### config.mk
export PLATFORM = sky130hd
export DESIGN_NAME = nano_dsi_data_rx
export DESIGN_NICKNAME = d
export VERILOG_FILES = /design/src/rtl/nano_dsi_data_rx.sv
export SDC_FILE = /design/constraint.sdc
export NUM_CORES = 1
export LEC_CHECK = 0
export CAP_MARGIN = 20
export CORE_ASPECT_RATIO = 1.2
export CORE_UTILIZATION = 30
export CTS_CLUSTER_DIAMETER = 120
export CTS_CLUSTER_SIZE = 40
export DETAILED_ROUTE_END_ITERATION = 8
export GPL_TIMING_DRIVEN = 0
export HOLD_SLACK_MARGIN = 0.05
export SETUP_SLACK_MARGIN = 0.15
export SYNTH_ARGS = -nofsm -noshare
export SYNTH_HDL_FRONTEND = slang
export SYNTH_SLANG_ARGS = --single-unit
### constraint.sdc
create_clock -name clk -period 6.8 [get_ports clk]
set_input_delay 1.02 -clock clk [delete_from_list [all_inputs] [get_ports clk]]
set_output_delay 1.02 -clock clk [all_outputs]
set_load 0.005 [all_outputs]
### src/rtl/nano_dsi_data_rx.sv
// nano_dsi_data_rx: single-lane DSI-style HS data receiver.
// Detects start of transmission on the LP line and hunts the 0xB8 sync byte.
// Bytes are deserialised LSB first, and the HS trail is stripped using the last
// data/trail transition. Bytes leave on a valid/last stream with no backpressure.
module nano_dsi_data_rx #(
  parameter int HOLD_DEPTH   = 4,
  parameter int SYNC_TIMEOUT = 255
) (
  input  logic       clk,
  input  logic       rst,
  input  logic       lp_in,
  input  logic       hs_in,
  output logic [7:0] rx_data,
  output logic       rx_valid,
  output logic       rx_last,
  output logic       rx_sot,
  output logic       rx_err,
  output logic       rx_busy
);

  // Holdback occupancy needs to represent 0..HOLD_DEPTH inclusive.
  localparam int CW = $clog2(HOLD_DEPTH + 1);
  localparam logic [CW-1:0] C_DEPTH   = CW'(HOLD_DEPTH);
  localparam logic [CW-1:0] C_ONE     = CW'(1);
  localparam logic [CW-1:0] C_ZERO    = CW'(0);
  localparam logic [15:0]   C_TIMEOUT = 16'(SYNC_TIMEOUT);
  localparam logic [7:0]    C_SYNC    = 8'hB8;

  typedef enum logic [2:0] {
    ST_IDLE      = 3'd0,
    ST_SYNC_HUNT = 3'd1,
    ST_DATA      = 3'd2,
    ST_FLUSH     = 3'd3,
    ST_WAIT_LP   = 3'd4
  } state_t;

  state_t        r_state;
  logic [7:0]    r_sr;
  logic [15:0]   r_timer;
  logic [7:0]    r_deser;
  logic [2:0]    r_bit_cnt;
  logic [15:0]   r_bit_pos;
  logic [15:0]   r_edge_pos;
  logic          r_prev_bit;
  logic [7:0]    r_hold [HOLD_DEPTH];
  logic [CW-1:0] r_count;
  logic [15:0]   r_emitted;
  logic [CW-1:0] r_flush_n;
  logic          r_flush_err;
  logic [7:0]    r_data;
  logic          r_valid;
  logic          r_last;
  logic          r_sot;
  logic          r_err;
  logic          r_busy;

  logic [7:0]    w_sr_next;
  logic [15:0]   w_timer_next;
  logic          w_match;
  logic          w_timeout;
  logic [7:0]    w_byte;
  logic          w_byte_done;
  logic          w_full;
  logic [15:0]   w_bit_pos_inc;
  logic [15:0]   w_emitted_inc;
  logic [15:0]   w_total;
  logic [15:0]   w_avail;
  logic [15:0]   w_count_ext;
  logic [CW-1:0] w_flush_n;
  logic          w_misaligned;
  logic          w_empty;

  // Next-value helpers for sync hunt, deserialiser and end-of-burst trimming.
  always_comb begin
    w_sr_next     = {hs_in, r_sr[7:1]};
    w_timer_next  = r_timer + 16'd1;
    w_match       = (w_sr_next == C_SYNC);
    w_timeout     = (w_timer_next >= C_TIMEOUT);
    w_byte        = {hs_in, r_deser[7:1]};
    w_byte_done   = (r_bit_cnt == 3'd7);
    w_full        = (r_count == C_DEPTH);
    w_bit_pos_inc = (r_bit_pos == 16'hFFFF) ? r_bit_pos : (r_bit_pos + 16'd1);
    w_emitted_inc = (r_emitted == 16'hFFFF) ? r_emitted : (r_emitted + 16'd1);
    // Bytes strictly before the first trail bit are payload.
    w_total       = {3'b000, r_edge_pos[15:3]};
    w_count_ext   = {{(16-CW){1'b0}}, r_count};
    if (w_total > r_emitted) begin
      w_avail = w_total - r_emitted;
    end else begin
      w_avail = 16'd0;
    end
    if (w_avail > w_count_ext) begin
      w_flush_n = r_count;
    end else begin
      w_flush_n = w_avail[CW-1:0];
    end
    w_misaligned  = (r_edge_pos[2:0] != 3'd0);
    w_empty       = (r_edge_pos == 16'd0) && (r_emitted == 16'd0);
  end

  // Receiver FSM with holdback FIFO and registered stream outputs.
  always_ff @(posedge clk or posedge rst) begin
    if (rst) begin
      r_state     <= ST_IDLE;
      r_sr        <= 8'h00;
      r_timer     <= 16'd0;
      r_deser     <= 8'h00;
      r_bit_cnt   <= 3'd0;
      r_bit_pos   <= 16'd0;
      r_edge_pos  <= 16'd0;
      r_prev_bit  <= 1'b1;
      r_count     <= C_ZERO;
      r_emitted   <= 16'd0;
      r_flush_n   <= C_ZERO;
      r_flush_err <= 1'b0;
      r_data      <= 8'h00;
      r_valid     <= 1'b0;
      r_last      <= 1'b0;
      r_sot       <= 1'b0;
      r_err       <= 1'b0;
      r_busy      <= 1'b0;
      for (int i = 0; i < HOLD_DEPTH; i++) begin
        r_hold[i] <= 8'h00;
      end
    end else begin
      // Strobes are single-cycle unless re-asserted below.
      r_valid <= 1'b0;
      r_last  <= 1'b0;
      r_sot   <= 1'b0;
      r_err   <= 1'b0;
      case (r_state)
        ST_IDLE: begin
          if (!lp_in) begin
            r_state <= ST_SYNC_HUNT;
            r_busy  <= 1'b1;
            r_sr    <= 8'h00;
            r_timer <= 16'd0;
          end else begin
            r_busy  <= 1'b0;
          end
        end

        ST_SYNC_HUNT: begin
          if (lp_in) begin
            // Stop state before sync: also wins over a same-cycle match.
            r_err   <= 1'b1;
            r_state <= ST_IDLE;
            r_busy  <= 1'b0;
          end else begin
            r_sr    <= w_sr_next;
            r_timer <= w_timer_next;
            if (w_match) begin
              r_sot      <= 1'b1;
              r_state    <= ST_DATA;
              r_bit_cnt  <= 3'd0;
              r_bit_pos  <= 16'd0;
              r_edge_pos <= 16'd0;
              r_prev_bit <= 1'b1;
              r_deser    <= 8'h00;
              r_count    <= C_ZERO;
              r_emitted  <= 16'd0;
            end else if (w_timeout) begin
              r_err   <= 1'b1;
              r_state <= ST_WAIT_LP;
            end else begin
              r_state <= ST_SYNC_HUNT;
            end
          end
        end

        ST_DATA: begin
          if (lp_in) begin
            // Partial byte is dropped; decide now how many held bytes are payload.
            r_state     <= ST_FLUSH;
            r_flush_n   <= w_misaligned ? C_ZERO : w_flush_n;
            r_flush_err <= w_misaligned || w_empty;
          end else begin
            r_deser    <= w_byte;
            r_bit_cnt  <= r_bit_cnt + 3'd1;
            r_bit_pos  <= w_bit_pos_inc;
            r_prev_bit <= hs_in;
            if (hs_in != r_prev_bit) begin
              r_edge_pos <= r_bit_pos;
            end
            if (w_byte_done) begin
              if (w_full) begin
                // Oldest byte is now far enough from any trail: release it.
                r_valid   <= 1'b1;
                r_data    <= r_hold[0];
                r_emitted <= w_emitted_inc;
                for (int i = 0; i < HOLD_DEPTH - 1; i++) begin
                  r_hold[i] <= r_hold[i+1];
                end
                r_hold[HOLD_DEPTH-1] <= w_byte;
              end else begin
                for (int i = 0; i < HOLD_DEPTH; i++) begin
                  if (r_count == CW'(i)) begin
                    r_hold[i] <= w_byte;
                  end
                end
                r_count <= r_count + C_ONE;
              end
            end
          end
        end

        ST_FLUSH: begin
          r_err       <= r_flush_err;
          r_flush_err <= 1'b0;
          if (r_flush_n != C_ZERO) begin
            r_valid   <= 1'b1;
            r_data    <= r_hold[0];
            r_last    <= (r_flush_n == C_ONE);
            r_flush_n <= r_flush_n - C_ONE;
            for (int i = 0; i < HOLD_DEPTH - 1; i++) begin
              r_hold[i] <= r_hold[i+1];
            end
          end
          if (r_flush_n <= C_ONE) begin
            // Payload exhausted; any remaining held bytes are trail.
            r_state <= ST_IDLE;
            r_busy  <= 1'b0;
            r_count <= C_ZERO;
          end
        end

        ST_WAIT_LP: begin
          if (lp_in) begin
            r_state <= ST_IDLE;
            r_busy  <= 1'b0;
          end else begin
            r_state <= ST_WAIT_LP;
          end
        end

        default: begin
          r_state <= ST_IDLE;
          r_busy  <= 1'b0;
        end
      endcase
    end
  end

  assign rx_data  = r_data;
  assign rx_valid = r_valid;
  assign rx_last  = r_last;
  assign rx_sot   = r_sot;
  assign rx_err   = r_err;
  assign rx_busy  = r_busy;

endmodule

# Yosys cells after proc, flatten, opt, wreduce, memory -nomap -nowiden
# Cells that the tools add are included.
# op_classes
add_sub_neg	7
magnitude_cmp	4
eq_ne	31
mux	83
n_bitwise	2
n_reduce_logical	29
# op_table
op	count
two-way mux 16 bit	13
one-hot mux 16 bit (2 select lines)	4
two-way mux 8 bit	13
two-way mux 32 bit	3
two-way mux 3 bit	17
adder 16 x 1 -> 16 bit, second input constant	3
one-hot mux 24 bit (2 select lines)	1
one-hot mux 8 bit (2 select lines)	3
== test 16 bit, second input constant	2
logical NOT 16 bit	2
AND reduction 5 bit	6
!= test 2 bit, second input constant	13
two-way mux 24 bit	1
two-way mux 1 bit	19
>= comparator 16 x 8 -> 1 bit, second input constant	1
greater-than comparator 13 x 16 -> 1 bit	1
greater-than comparator 16 x 3 -> 1 bit	1
subtractor 13 x 16 -> 16 bit	1
one-hot mux 3 bit (5 select lines)	1
AND reduction 7 bit	2
== test 3 x 2 -> 1 bit, second input constant	4
one-hot mux 3 bit (2 select lines)	2
AND reduction 3 bit	4
== test 3 x 1 -> 1 bit, second input constant	3
20 further kinds	36
# word_totals
register_bits	139
inputBits	4
output_inout_bits	13
wordCells	178

# Depth between registers and ports, before layout
# depth
ltp_word	7
mapped_depth	18
mapped_depth_nobuf	18

# Worst setup path before layout
# OpenSTA, ideal clock, no wires.
# synth_timing
kind	register to register
startpoint	register r_edge_pos[3]
endpoint	register r_flush_n[2]
setup_time_ns	0.130
t_arrival_ns	3.747
required_ns	6.670
path_slack_ns	2.924
path_stages_with_launch	17
n_path_buf	0
synth_period_minus_slack_ns	3.876
path_cell_list	dfrtp_1 inv_1 ha_1 inv_1 fa_1 a211oi_1 o21ai_1 a32oi_1 a311o_1 nor2_1 ha_1 a211oi_1 o211ai_1 a2111oi_0 nand4_1 o2111ai_1 nand3_1
# synth_via
elab_chain_cells	7
word_cells_on_any_way	8
classes_between	add/sub (1); order compare (2); mux (5)
# synth_rtl
element	line_no	rtl
start: declaration	43	logic [15:0] r_edge_pos;
start signal: assignment	183	r_edge_pos <= r_bit_pos;
subtractor 13 x 16 -> 16 bit or greater-than comparator 13 x 16 -> 1 bit (tied branches)	88, 87	
two-way mux 16 bit *	87	if (w_total > r_emitted) begin
greater-than comparator 16 x 3 -> 1 bit	92	if (w_avail > w_count_ext) begin
two-way mux 3 bit *	92	
two-way mux 3 bit *	175	r_flush_n <= w_misaligned ? C_ZERO : w_flush_n;
two-way mux 3 bit *	172	if (lp_in) begin
one-hot mux 3 bit (2 select lines) *	131	case (r_state)
end signal: assignment	175	
end signal: assignment	214	r_flush_n <= r_flush_n - C_ONE;
end: declaration	48	logic [CW-1:0] r_flush_n;
# Every way passes the cells marked *; elsewhere a longest branch is shown, timed or not. The select of a mux whose other input is x is not followed.
# A chain may end at the register's enable or synchronous reset.

# Worst setup path after layout
# layout_timing
startpoint	register r_edge_pos[3]
endpoint	register r_flush_n[0]
# Same word-level chain as after synthesis.

==> results.md <==
* Status: completed
* Gate Count Post-Synth at between 800 and 900
* Worst setup EP type: register
* Logic pwr share at 3.1%
* Final Hold Fails at 0
* Crit path required time at 7.10 ns
* Die Y at 177 um
* Simple-Gate Fraction of Synth Area at between 20% and 30%
* R2R Setup Slk at slightly above 2 ns
* RSZ-0062 raised after global routing: false
* Initial Util at 30.7%
* Hold-fix buffers at CTS at 0
* Dominant synthesized flop cell: dfrtp_1
* Root cell of the clock tree: clkbuf_16
* Via count at roughly 6300
* Final number of setup-violating endpoints at 0
* Largest fanout on the critical path at 5
* Max-slew headroom at the worst pin at 47.6%
* Final period demand of the worst path at 4.72 ns
* Crit Path Category: register to register
* Setup Skew at 0.00662 ns
* Max-slew violations at 0
* Syn-to-layout area delta at 14.7%
* Largest net degree at the start of global routing at between 90 and 100
* # DRC at 0
* Placed inst area at 8230 um2
* GP Congestion at between 0.8 and 0.9
* Clock power share at 49.2%
* Final Cycle Share at a little over two thirds
* Worst R2R Start: r_edge_pos[3]$_DFFE_PP0P_
* Setup_tns at 0 ns
* Crit path launch: r_edge_pos[3]$_DFFE_PP0P_
* Worst Setup EP: r_flush_n[0]$_DFFE_PP0P_
* PD cells at between 150 and 200 nW/um2
* Sequential area share after synthesis at 44.8%
* PortBufs at 14
* Post-CTS Setup Inserts at 0
* Post-synth EDFFs at 0
* Post-Synth XOR/XNOR Area at 2.86%
* Peak VDD IR at 0.000180 V
* Routed wire length at 18.0 mm
* Initial drt markers at 360
* Largest family of logic cells by synthesized area: simple AND/OR/NAND/NOR gates
* Worst slew pin tran at 0.786 ns
* Count of cell types in the netlist at 71
* Int Power at 1.31 mW
* Drt pass-1 iters at 4
* Synth Area in Compound Gates at 19.1%
* Peak Freq at 212 MHz
* Post-DR wirelength/cell at about 15 um
* Core Rows at 63
* Initial antenna violation count at 0
* Switching power at 0.430 mW
* Fraction of layout cells with a size suffix above 1 at 8.34%
* Synth Cell Area at 7650 um2
* Die Wd at 148 um
* Sequential Power Share at 47.7%
* Post-CTS sizing at 0
* Post-synthesis mux area share at 3.42%
* HPWL after DPL at 13.1 mm
* Post-route ant nets at 0
* Total core area at about 25000 um2
* H-tree lvl count at 4
* Clock Pin Slew Worst Setup and Hold Paths at 0.06 ns
* Worst R2R Path Depth at 16
* Layout Nets at 909
* Async SR Flop Fraction at 100%
* Synthesized flop and latch total at ~140
* Vias in the first global route at 6240
* Avg Inst Size Synth at a little over 9 um2
* Die area at 26200 um2
* Gr ovfl total at 0
* TritonCTS buffer count at 17
* Routed vias/inst at roughly 5.2
* Post-Synth Adder-Cell Area at 5.17%
* GRT Overall Usage at 14.5%
* Maximum buffer depth of the clock tree at 2
* R2R Path End: r_flush_n[0]$_DFFE_PP0P_
* Ports at 17
* CP arrival at 5.02 ns
* Worst-Skew Late Latency at approximately 0.42 ns
* Synth Warn # at 0
* CTS tree: yes
* Design area at 8780 um2
* MaxCap Viol Count at 0
* Clk sinks at 137
* Sw Ratio at 24.7%
* Hold crit path type: register to register
* Static leakage at 3.71 nW
* First-pass GRT wire length at around 31 mm
* Post-layout util at a little over a third
* Critical path launch point type: register
* Antenna cells at 0
* Syn Nets at 874
[layout by cell type, fill, tap and decap left out, types with 8 or more instances in the layout]
cell type | synthesis | routed
or3_1 | 11 | 11
dfrtp_1 | 136 | 136
inv_1 | 40 | 39
nor3_1 | 18 | 18
and4_1 | 8 | 8
nand3_1 | 35 | 35
nor4_1 | 10 | 10
nand2_1 | 126 | 126
clkbuf_16 | 0 | 17
ha_1 | 30 | 30
o21ai_0 | 85 | 85
nand4_1 | 19 | 19
nor2_1 | 50 | 50
a21oi_1 | 36 | 36
xor2_1 | 12 | 12
xnor2_1 | 13 | 13
mux2_2 | 17 | 17
and3_1 | 10 | 10
clkbuf_1 | 32 | 34
clkdlybuf4s50_1 | 0 | 14
a22oi_1 | 24 | 24
[cell usage after synthesis (6+ instances only)]
cell      instances  area, um2
nor2_1           50        188
nand2_1         126        473
mux2_2           17        191
a21oi_1          36        180
dfrtp_1         136       3400
and2_1            6       37.5
and3_1           10       62.6
nand4_1          19        119
nand3_1          35        175
nor4_1           10       62.6
a21o_1            6       45.0
a22oi_1          24        180
a22o_1            6       52.6
o21ai_0          85        425
ha_1             30        375
xor2_1           12        105
or3_1            11       68.8
nor3_1           18       90.1
clkbuf_1         32        120
xnor2_1          13        114
and4_1            8       70.1
mux2i_1           7       70.1
inv_1            40        150
o211ai_1          7       52.6
o31ai_1           6       45.0
[metal layers]
layer | vias up | GRT usage, % | wire (um)
met2 | 109 | 25.2 | 9070
met1 | 3049 | 17.6 | 7990
met5 | - | 0 | 0
li1 | 3116 | - | -
met4 | 0 | 5.63 | 339
met3 | 28 | 2.78 | 575
[sequential cells by signal (all words and copies together) (netlist names), 3 cells and up]
register,flops
r_flush_n,3
r_edge_pos,16
r_sr,7
r_bit_pos,16
rx_data,8
r_timer,16
r_hold,32
r_deser,7
r_emitted,16
r_count,3
r_bit_cnt,3
r_state,3
[cell type report]
type                    count  area (um2)
clock inverters            13         110
well taps                 325         407
clock buffers              19         433
flip-flops and latches    137        3430
inverters                  40         155
repair buffers             16         173
plain buffers              39         153
multi-input cells         623        3920
fillers                  2529       16100
[per-stage QoR]
stage | hold WS (ns) | std cells | power (mW) | setup WS, ns
after CTS | 0.468 | 1211 | 1.76 | 2.07
after detailed placement | 0.458 | 1179 | 0.902 | 2.13
after global routing | 0.483 | 1212 | 1.81 | 1.53
after global placement | 0.460 | 1178 | 0.898 | 0.0394
after floorplan | 0.440 | 839 | 0.882 | 2.11
final | 0.468 | 1212 | 1.74 | 2.08
[critical path, stage by stage, from the launching register on]
cell and delay (ns):
dfrtp_1 0.40, inv_1 0.07, ha_1 0.16, inv_1 0.05, fa_1 0.42, a211oi_1 0.55
o21ai_1 0.22, a32oi_1 0.43, a311o_1 0.34, nor2_1 0.09, ha_1 0.29, a211oi_1 0.32
o211ai_1 0.14, a2111oi_0 0.53, nand4_1 0.25, o2111ai_1 0.24, nand3_1 0.10
[how the worst min path moves through the flow]
stage	slack (ns)	start	depth (start not counted)	endpoint
2_1_floorplan	0.44	r_sr[1]$_DFFE_PP0P_	2	r_sr[1]$_DFFE_PP0P_
3_3_place_gp	0.46	r_sr[1]$_DFFE_PP0P_	2	r_sr[1]$_DFFE_PP0P_
3_5_place_dp	0.46	r_prev_bit$_DFFE_PP1P_	2	r_prev_bit$_DFFE_PP1P_
4_1_cts	0.47	r_prev_bit$_DFFE_PP1P_	2	r_prev_bit$_DFFE_PP1P_
5_1_grt	0.48	r_prev_bit$_DFFE_PP1P_	2	r_prev_bit$_DFFE_PP1P_
6_report	0.47	r_prev_bit$_DFFE_PP1P_	2	r_prev_bit$_DFFE_PP1P_
[kinds of logic after synthesis]
kind of cell | count (synthesis)
flops | 137
buf+inv | 79
xor+xnor | 25
fa+ha+maj | 31
compound gates | 225
mux | 24
simple gates | 318
[power groups by stage]
| stage | sequential, mW | clock (mW) | combinational, mW |
|---|---|---|---|
| final | 0.831 | 0.857 | 0.0545 |
| after global routing | 0.832 | 0.915 | 0.0642 |
| after CTS | 0.831 | 0.876 | 0.0564 |
| after detailed placement | 0.846 | 0 | 0.0563 |
| after global placement | 0.846 | 0 | 0.0527 |
| after floorplan | 0.844 | 0 | 0.0383 |
Power figures use the tool's default switching activity.
